--- src/rtl/bus_cache_if.sv ---
// bus_cache_if: CPU-side and memory-side handshake bundle for bus_cache.
// Ports: CPU request/rw/address/data/flush in, data/ready out; memory request/rw/address/data out, data/ready in.
interface bus_cache_if;
   logic        i_request;
   logic        i_rw;
   logic [31:0] i_address;
   logic [31:0] i_data;
   logic [31:0] o_data;
   logic        o_ready;
   logic        i_flush;
   logic        o_mem_request;
   logic        o_mem_rw;
   logic [31:0] o_mem_address;
   logic [31:0] o_mem_data;
   logic [31:0] i_mem_data;
   logic        i_mem_ready;

   modport slave (
      input  i_request,
      input  i_rw,
      input  i_address,
      input  i_data,
      input  i_flush,
      input  i_mem_data,
      input  i_mem_ready,
      output o_data,
      output o_ready,
      output o_mem_request,
      output o_mem_rw,
      output o_mem_address,
      output o_mem_data
   );

   modport master (
      output i_request,
      output i_rw,
      output i_address,
      output i_data,
      output i_flush,
      output i_mem_data,
      output i_mem_ready,
      input  o_data,
      input  o_ready,
      input  o_mem_request,
      input  o_mem_rw,
      input  o_mem_address,
      input  o_mem_data
   );
endinterface

--- src/rtl/bus_cache.sv ---
// bus_cache: direct-mapped write-through one-word-per-line cache, addr[31]=1 uncached.
// Ports: i_clock, i_reset_n (async active-low), bus (bus_cache_if.slave: CPU side + memory side).
module bus_cache #(
   parameter int LINES_LOG2 = 6
) (
   input logic        i_clock,
   input logic        i_reset_n,
   bus_cache_if.slave bus
);
   localparam int LINES = 1 << LINES_LOG2;
   localparam int TAG_W = 30 - LINES_LOG2;

   typedef enum logic [1:0] {
      IDLE,
      MEM_READ,
      MEM_WRITE,
      RESPOND
   } state_t;

   state_t            state_q;
   logic [LINES-1:0]  valid_q;
   logic [LINES-1:0]  valid_d;
   logic              flush_pend_q;
   logic              flush_pend_d;
   logic [TAG_W-1:0]  tag_q  [LINES];
   logic [31:0]       line_q [LINES];

   logic              ready_q;
   logic [31:0]       data_o_q;
   logic              mem_req_q;
   logic              mem_rw_q;
   logic [31:0]       mem_addr_q;
   logic [31:0]       mem_data_q;

   logic [LINES_LOG2-1:0] req_idx;
   logic [TAG_W-1:0]      req_tag;
   logic [LINES_LOG2-1:0] fill_idx;
   logic [TAG_W-1:0]      fill_tag;
   logic                  hit;
   logic                  flush_now;
   logic                  fill_en;
   logic [31:0]           fill_data;

   assign req_idx  = bus.i_address[LINES_LOG2+1:2];
   assign req_tag  = bus.i_address[31:LINES_LOG2+2];
   // The held memory address identifies the line being filled.
   assign fill_idx = mem_addr_q[LINES_LOG2+1:2];
   assign fill_tag = mem_addr_q[31:LINES_LOG2+2];

   assign hit = valid_q[req_idx]
             && (tag_q[req_idx] == req_tag)
             && !bus.i_address[31];

   assign flush_now = (state_q == IDLE)
                   && (bus.i_flush || flush_pend_q);

   assign fill_en = ((state_q == MEM_READ) || (state_q == MEM_WRITE))
                 && bus.i_mem_ready
                 && !mem_addr_q[31];

   assign fill_data = (state_q == MEM_READ) ? bus.i_mem_data : mem_data_q;

   // A flush seen while busy waits for IDLE so it also kills the in-flight fill.
   always_comb begin
      valid_d      = valid_q;
      flush_pend_d = flush_pend_q;
      if (flush_now) begin
         valid_d      = '0;
         flush_pend_d = 1'b0;
      end else if ((state_q != IDLE) && bus.i_flush) begin
         flush_pend_d = 1'b1;
      end
      if (fill_en) begin
         valid_d[fill_idx] = 1'b1;
      end
   end

   always_ff @(posedge i_clock or negedge i_reset_n) begin
      if (!i_reset_n) begin
         valid_q      <= '0;
         flush_pend_q <= 1'b0;
      end else begin
         valid_q      <= valid_d;
         flush_pend_q <= flush_pend_d;
      end
   end

   always_ff @(posedge i_clock) begin
      if (fill_en) begin
         tag_q[fill_idx]  <= fill_tag;
         line_q[fill_idx] <= fill_data;
      end
   end

   always_ff @(posedge i_clock or negedge i_reset_n) begin
      if (!i_reset_n) begin
         state_q    <= IDLE;
         ready_q    <= 1'b0;
         data_o_q   <= '0;
         mem_req_q  <= 1'b0;
         mem_rw_q   <= 1'b0;
         mem_addr_q <= '0;
         mem_data_q <= '0;
      end else begin
         unique case (state_q)
            IDLE: begin
               // The cycle our own hit pulse is high, the master's
               // still-raised request belongs to the finished access.
               if (ready_q) begin
                  ready_q <= 1'b0;
               end else if (bus.i_request && !flush_now) begin
                  if (bus.i_rw) begin
                     mem_addr_q <= bus.i_address;
                     mem_data_q <= bus.i_data;
                     mem_rw_q   <= 1'b1;
                     mem_req_q  <= 1'b1;
                     state_q    <= MEM_WRITE;
                  end else if (hit) begin
                     data_o_q <= line_q[req_idx];
                     ready_q  <= 1'b1;
                  end else begin
                     mem_addr_q <= bus.i_address;
                     mem_rw_q   <= 1'b0;
                     mem_req_q  <= 1'b1;
                     state_q    <= MEM_READ;
                  end
               end
            end
            MEM_READ: begin
               if (bus.i_mem_ready) begin
                  mem_req_q <= 1'b0;
                  data_o_q  <= bus.i_mem_data;
                  ready_q   <= 1'b1;
                  state_q   <= RESPOND;
               end
            end
            MEM_WRITE: begin
               if (bus.i_mem_ready) begin
                  mem_req_q <= 1'b0;
                  ready_q   <= 1'b1;
                  state_q   <= RESPOND;
               end
            end
            RESPOND: begin
               ready_q <= 1'b0;
               state_q <= IDLE;
            end
            default: begin
               state_q <= IDLE;
            end
         endcase
      end
   end

   assign bus.o_data        = data_o_q;
   assign bus.o_ready       = ready_q;
   assign bus.o_mem_request = mem_req_q;
   assign bus.o_mem_rw      = mem_rw_q;
   assign bus.o_mem_address = mem_addr_q;
   assign bus.o_mem_data    = mem_data_q;
endmodule

--- src/flat_wrapper.sv ---
// flat-port wrapper written by rule: the top's interface ports become plain ports
module bus_cache_flat 
#(
   parameter int LINES_LOG2 = 6
)
  (i_clock, i_reset_n, bus_i_request, bus_i_rw, bus_i_address, bus_i_data, bus_i_flush, bus_i_mem_data, bus_i_mem_ready, bus_o_data, bus_o_ready, bus_o_mem_request, bus_o_mem_rw, bus_o_mem_address, bus_o_mem_data);
  bus_cache_if bus_i ();
  input logic i_clock;
  input logic i_reset_n;
  input wire logic [$bits(bus_i.i_request)-1:0] bus_i_request;
  input wire logic [$bits(bus_i.i_rw)-1:0] bus_i_rw;
  input wire logic [$bits(bus_i.i_address)-1:0] bus_i_address;
  input wire logic [$bits(bus_i.i_data)-1:0] bus_i_data;
  input wire logic [$bits(bus_i.i_flush)-1:0] bus_i_flush;
  input wire logic [$bits(bus_i.i_mem_data)-1:0] bus_i_mem_data;
  input wire logic [$bits(bus_i.i_mem_ready)-1:0] bus_i_mem_ready;
  output wire logic [$bits(bus_i.o_data)-1:0] bus_o_data;
  output wire logic [$bits(bus_i.o_ready)-1:0] bus_o_ready;
  output wire logic [$bits(bus_i.o_mem_request)-1:0] bus_o_mem_request;
  output wire logic [$bits(bus_i.o_mem_rw)-1:0] bus_o_mem_rw;
  output wire logic [$bits(bus_i.o_mem_address)-1:0] bus_o_mem_address;
  output wire logic [$bits(bus_i.o_mem_data)-1:0] bus_o_mem_data;
  assign bus_i.i_request = bus_i_request;
  assign bus_i.i_rw = bus_i_rw;
  assign bus_i.i_address = bus_i_address;
  assign bus_i.i_data = bus_i_data;
  assign bus_i.i_flush = bus_i_flush;
  assign bus_i.i_mem_data = bus_i_mem_data;
  assign bus_i.i_mem_ready = bus_i_mem_ready;
  assign bus_o_data = bus_i.o_data;
  assign bus_o_ready = bus_i.o_ready;
  assign bus_o_mem_request = bus_i.o_mem_request;
  assign bus_o_mem_rw = bus_i.o_mem_rw;
  assign bus_o_mem_address = bus_i.o_mem_address;
  assign bus_o_mem_data = bus_i.o_mem_data;
  bus_cache #(.LINES_LOG2(LINES_LOG2)) u_core (.i_clock(i_clock), .i_reset_n(i_reset_n), .bus(bus_i));
endmodule
--- config.mk ---
export PLATFORM = sky130hd
export DESIGN_NAME = bus_cache_flat
export DESIGN_NICKNAME = d
export VERILOG_FILES = /design/src/rtl/bus_cache_if.sv /design/src/rtl/bus_cache.sv /design/src/flat_wrapper.sv
export SDC_FILE = /design/constraint.sdc
export NUM_CORES = 2
export LEC_CHECK = 0
export BUFFER_PORTS_ARGS = -buffer_cell sky130_fd_sc_hd__buf_2
export CORE_MARGIN = 2
export CORE_UTILIZATION = 40
export DETAILED_ROUTE_END_ITERATION = 7
export PLACE_DENSITY = 0.68
export SLEW_MARGIN = 20
export SYNTH_ARGS = -nofsm -noshare
export SYNTH_HDL_FRONTEND = slang
export SYNTH_SLANG_ARGS = --single-unit
--- constraint.sdc ---
create_clock -name i_clock -period 4.2 [get_ports i_clock]
set_input_delay 0.63 -clock i_clock [delete_from_list [all_inputs] [get_ports i_clock]]
set_output_delay 0.63 -clock i_clock [all_outputs]
set_load 0.05 [all_outputs]
==> results.json <==
{
  "synth_edf_count": 3584,
  "drt_first_pass_iters": 8,
  "power.density_nw_per_um2": 570,
  "syn_inst": 6541,
  "status": "finished, violations left",
  "area_growth_pct": 16.8,
  "cp-start-kind": "input pin",
  "ys.flop_type": "edfxtp_1",
  "grt_pass1_vias": 76600,
  "cts_root_buf": "clkbuf_16",
  "worstSetupStartpoint": "bus_i_address[2]",
  "vias_per_cell": 6.24,
  "placementRows": 221,
  "drtIter0Drc": 14300,
  "relSlewSlack": 0.223,
  "crit_arrival_ps": 5140,
  "rsz0062_at_grt": "no",
  "dp_cells": 11800,
  "final-setup-viol-count": 28,
  "synth.yosys.seq_area_share": 0.765,
  "finalMaxSlewViolations": 0,
  "cp_data_required_time_ps": 5040,
  "grt_max_degree": 134,
  "synth_most_common_cell": "edfxtp_1",
  "synthTopCellsByArea": "edfxtp_1 74%, mux4_2 14%, dfrtp_1 2.8%, mux2i_1 1.9%, mux2_2 0.69%",
  "start_util": 0.403,
  "grt_pass1_wl_mm": 614,
  "cellLeakagePower_nw": 55.9,
  "endpoint": "u_core.bus.o_data[20]",
  "violations": "setup timing",
  "worst_ir_drop_vdd_mv": 1.25,
  "route.detailed.drc": 0,
  "whs_ps": 45.7,
  "avgRoutedWirePerCell_um": 35.9,
  "tns_ps": -1700,
  "fmax_mhz": 232,
  "synthTopCellsByCount": "3,584 x edfxtp_1, 923 x mux4_2, 271 x mux2i_1",
  "max-clock-path-buffers": 4,
  "antenna_found_initial": 17,
  "synth_top_area_cell": "edfxtp_1",
  "place.gp.congestion": 0.875,
  "grt-ovfl-total": 0,
  "ant_nets": 0,
  "ioPinCount": 201,
  "fin_ws_ps": -103,
  "dp_slack_ps": -876,
  "holdCritPathClass": "in2reg",
  "fin_area_um2": 171000,
  "drt-total-wl_mm": 449,
  "finalNetCount": 7506,
  "finalHoldViolations": 0,
  "avgSynthCellArea_um2": 22.3,
  "path_class": "in2reg",
  "worst_pin_slew_ps": 1160,
  "clock_latency_ps": 960,
  "yosys_register_bits": 3750,
  "syn_area_um2": 146000,
  "endpoint_kind": "register",
  "crit_fanout": 41,
  "post_dp_cell_area_um2": 158000,
  "synth_cell_types": 87,
  "cts_tree": "yes",
  "timing.rr.start": "u_core.tag_q[11][11]",
  "stdcell_count": 12500,
  "post-route-period-util": 1.02,
  "path_clk_slew_ps": 60,
  "cts_max_level": 5,
  "core_um2": 363000,
  "die_x_um": 608,
  "period_needed_ps": 4300,
  "vias": 78100,
  "clock-sinks": 3750,
  "worst_r2r_path_depth": 15,
  "timing.rr.end": "u_core.bus.o_data[20]",
  "port-buffer-count": 200,
  "grt_use_total": 0.237,
  "synth-async-reset-ratio": 0.0443,
  "die_height_um": 608,
  "layout-drive-gt1-share": 0.329,
  "synthesis.nets": 6646,
  "yosysWarnings": 0,
  "cts_inserted_buffers": 374,
  "skew_ps": 56.1,
  "cap_viol_max_count": 0,
  "dieArea_um2": 370000,
  "place_hpwl_mm": 249,
  "r2r_setup_slack_ps": 80,
  "synthDominantCellAreaShare": 0.737,
  "fill_cells": 29200
}
area by class of cell:
cell class	instances	area [µm²]	area share
repair buffers	855	7970	0.0467
flip-flops and latches	3750	112000	0.655
well taps	4794	6000	0.0352
multi-input cells	2404	32600	0.191
diodes	5	12.5	0.0000733
clock buffers	469	10000	0.0586
inverters	16	65.1	0.000381
clock inverters	223	2100	0.0123
worst min path at each step:
stage                                   from                           end  slack (ps)  cells past startpoint
after global placement    u_core.valid_q[21]            u_core.valid_q[21]         450                      1
after floorplan                    i_reset_n          u_core.bus.o_data[0]         330                      0
after CTS                  bus_i_address[17]  u_core.bus.o_mem_address[17]           7                      2
after detailed placement  u_core.valid_q[12]            u_core.valid_q[12]         460                      1
final                      bus_i_address[17]  u_core.bus.o_mem_address[17]          50                      2
after global routing       bus_i_address[17]  u_core.bus.o_mem_address[17]          30                      2
flip-flops by register name (all words and copies together) (netlist names), 2 cells and up:
name / count
u_core.bus.o_mem_address: 32
u_core.bus.o_mem_data: 32
u_core.valid_q: 64
u_core.tag_q: 1536
u_core.bus.o_data: 32
u_core.state_q: 2
u_core.line_q: 2048
stage by stage:
stage | util | total power (W)
4_1_cts | 0.470 | 0.0971
5_1_grt | 0.470 | 0.0998
6_report | 0.470 | 0.0973
3_5_place_dp | 0.435 | 0.0644
2_1_floorplan | - | 0.0582
3_3_place_gp | 0.435 | 0.0636
power breakdown:
group          internal (W)  switching [W]  total [W]
Sequential           0.0483        0.00181     0.0501
Clock                0.0190         0.0143     0.0332
Combinational       0.00346         0.0105     0.0139
layout by cell type (no fill, tap or decap), types with 33 or more instances in the layout:
cell type and instances:
dfrtp_1 143, clkbuf_1 76, clkinv_2 85, buf_2 193, nor2_1 49, nand2_1 158
a22oi_1 101, nand3_1 62, mux2_4 45, clkinv_1 68, nor2_4 66, edfxtp_1 3584
mux4_2 923, buf_4 467, clkbuf_16 382, buf_12 152, bufinv_16 33, o21ai_0 36
mux2_2 74, mux2i_1 271, a21oi_1 46, o22ai_1 50, nor2b_1 49, dlygate4sd3_1 38
a21o_1 65
critical path, stage by stage:
cell and delay, ps:
buf_12 210, buf_12 260, buf_4 190, buf_4 260, mux2i_1 150, o22ai_1 260, nor3_1 110, o31ai_1 840
o21ai_1 190, nor3_1 280, nand4_1 110, or4b_4 570, buf_12 180, buf_4 240, o41a_1 360, o211a_1 120
metal layers:
layer | part of all wire | vias up | track usage
met4 | 0.047 | 10 | 0.0976
met5 | 0.00013 | - | 0
met3 | 0.13 | 1024 | 0.0559
met2 | 0.46 | 6106 | 0.361
li1 | - | 29500 | -
met1 | 0.37 | 41500 | 0.329
repair_timing:
item,4_1_cts,5_1_grt
setup endpoints to repair,29,31
hold buffers,38,0
pin swaps,0,1
gates resized for setup,1,4
buffers inserted,0,0
hold endpoints to repair,68,0
logic make-up after synthesis:
kind of cell             share of synthesized area
flip-flops                                   0.765
AND/OR/NAND/NOR                             0.0208
multiplexers                                 0.172
buffers and inverters                       0.0154
AO/OA/AOI/OAI                               0.0246
XOR/XNOR                                   0.00102
adder cells (fa/ha/maj)                   0.000257
Note: power is estimated with default switching activity, not from simulation.
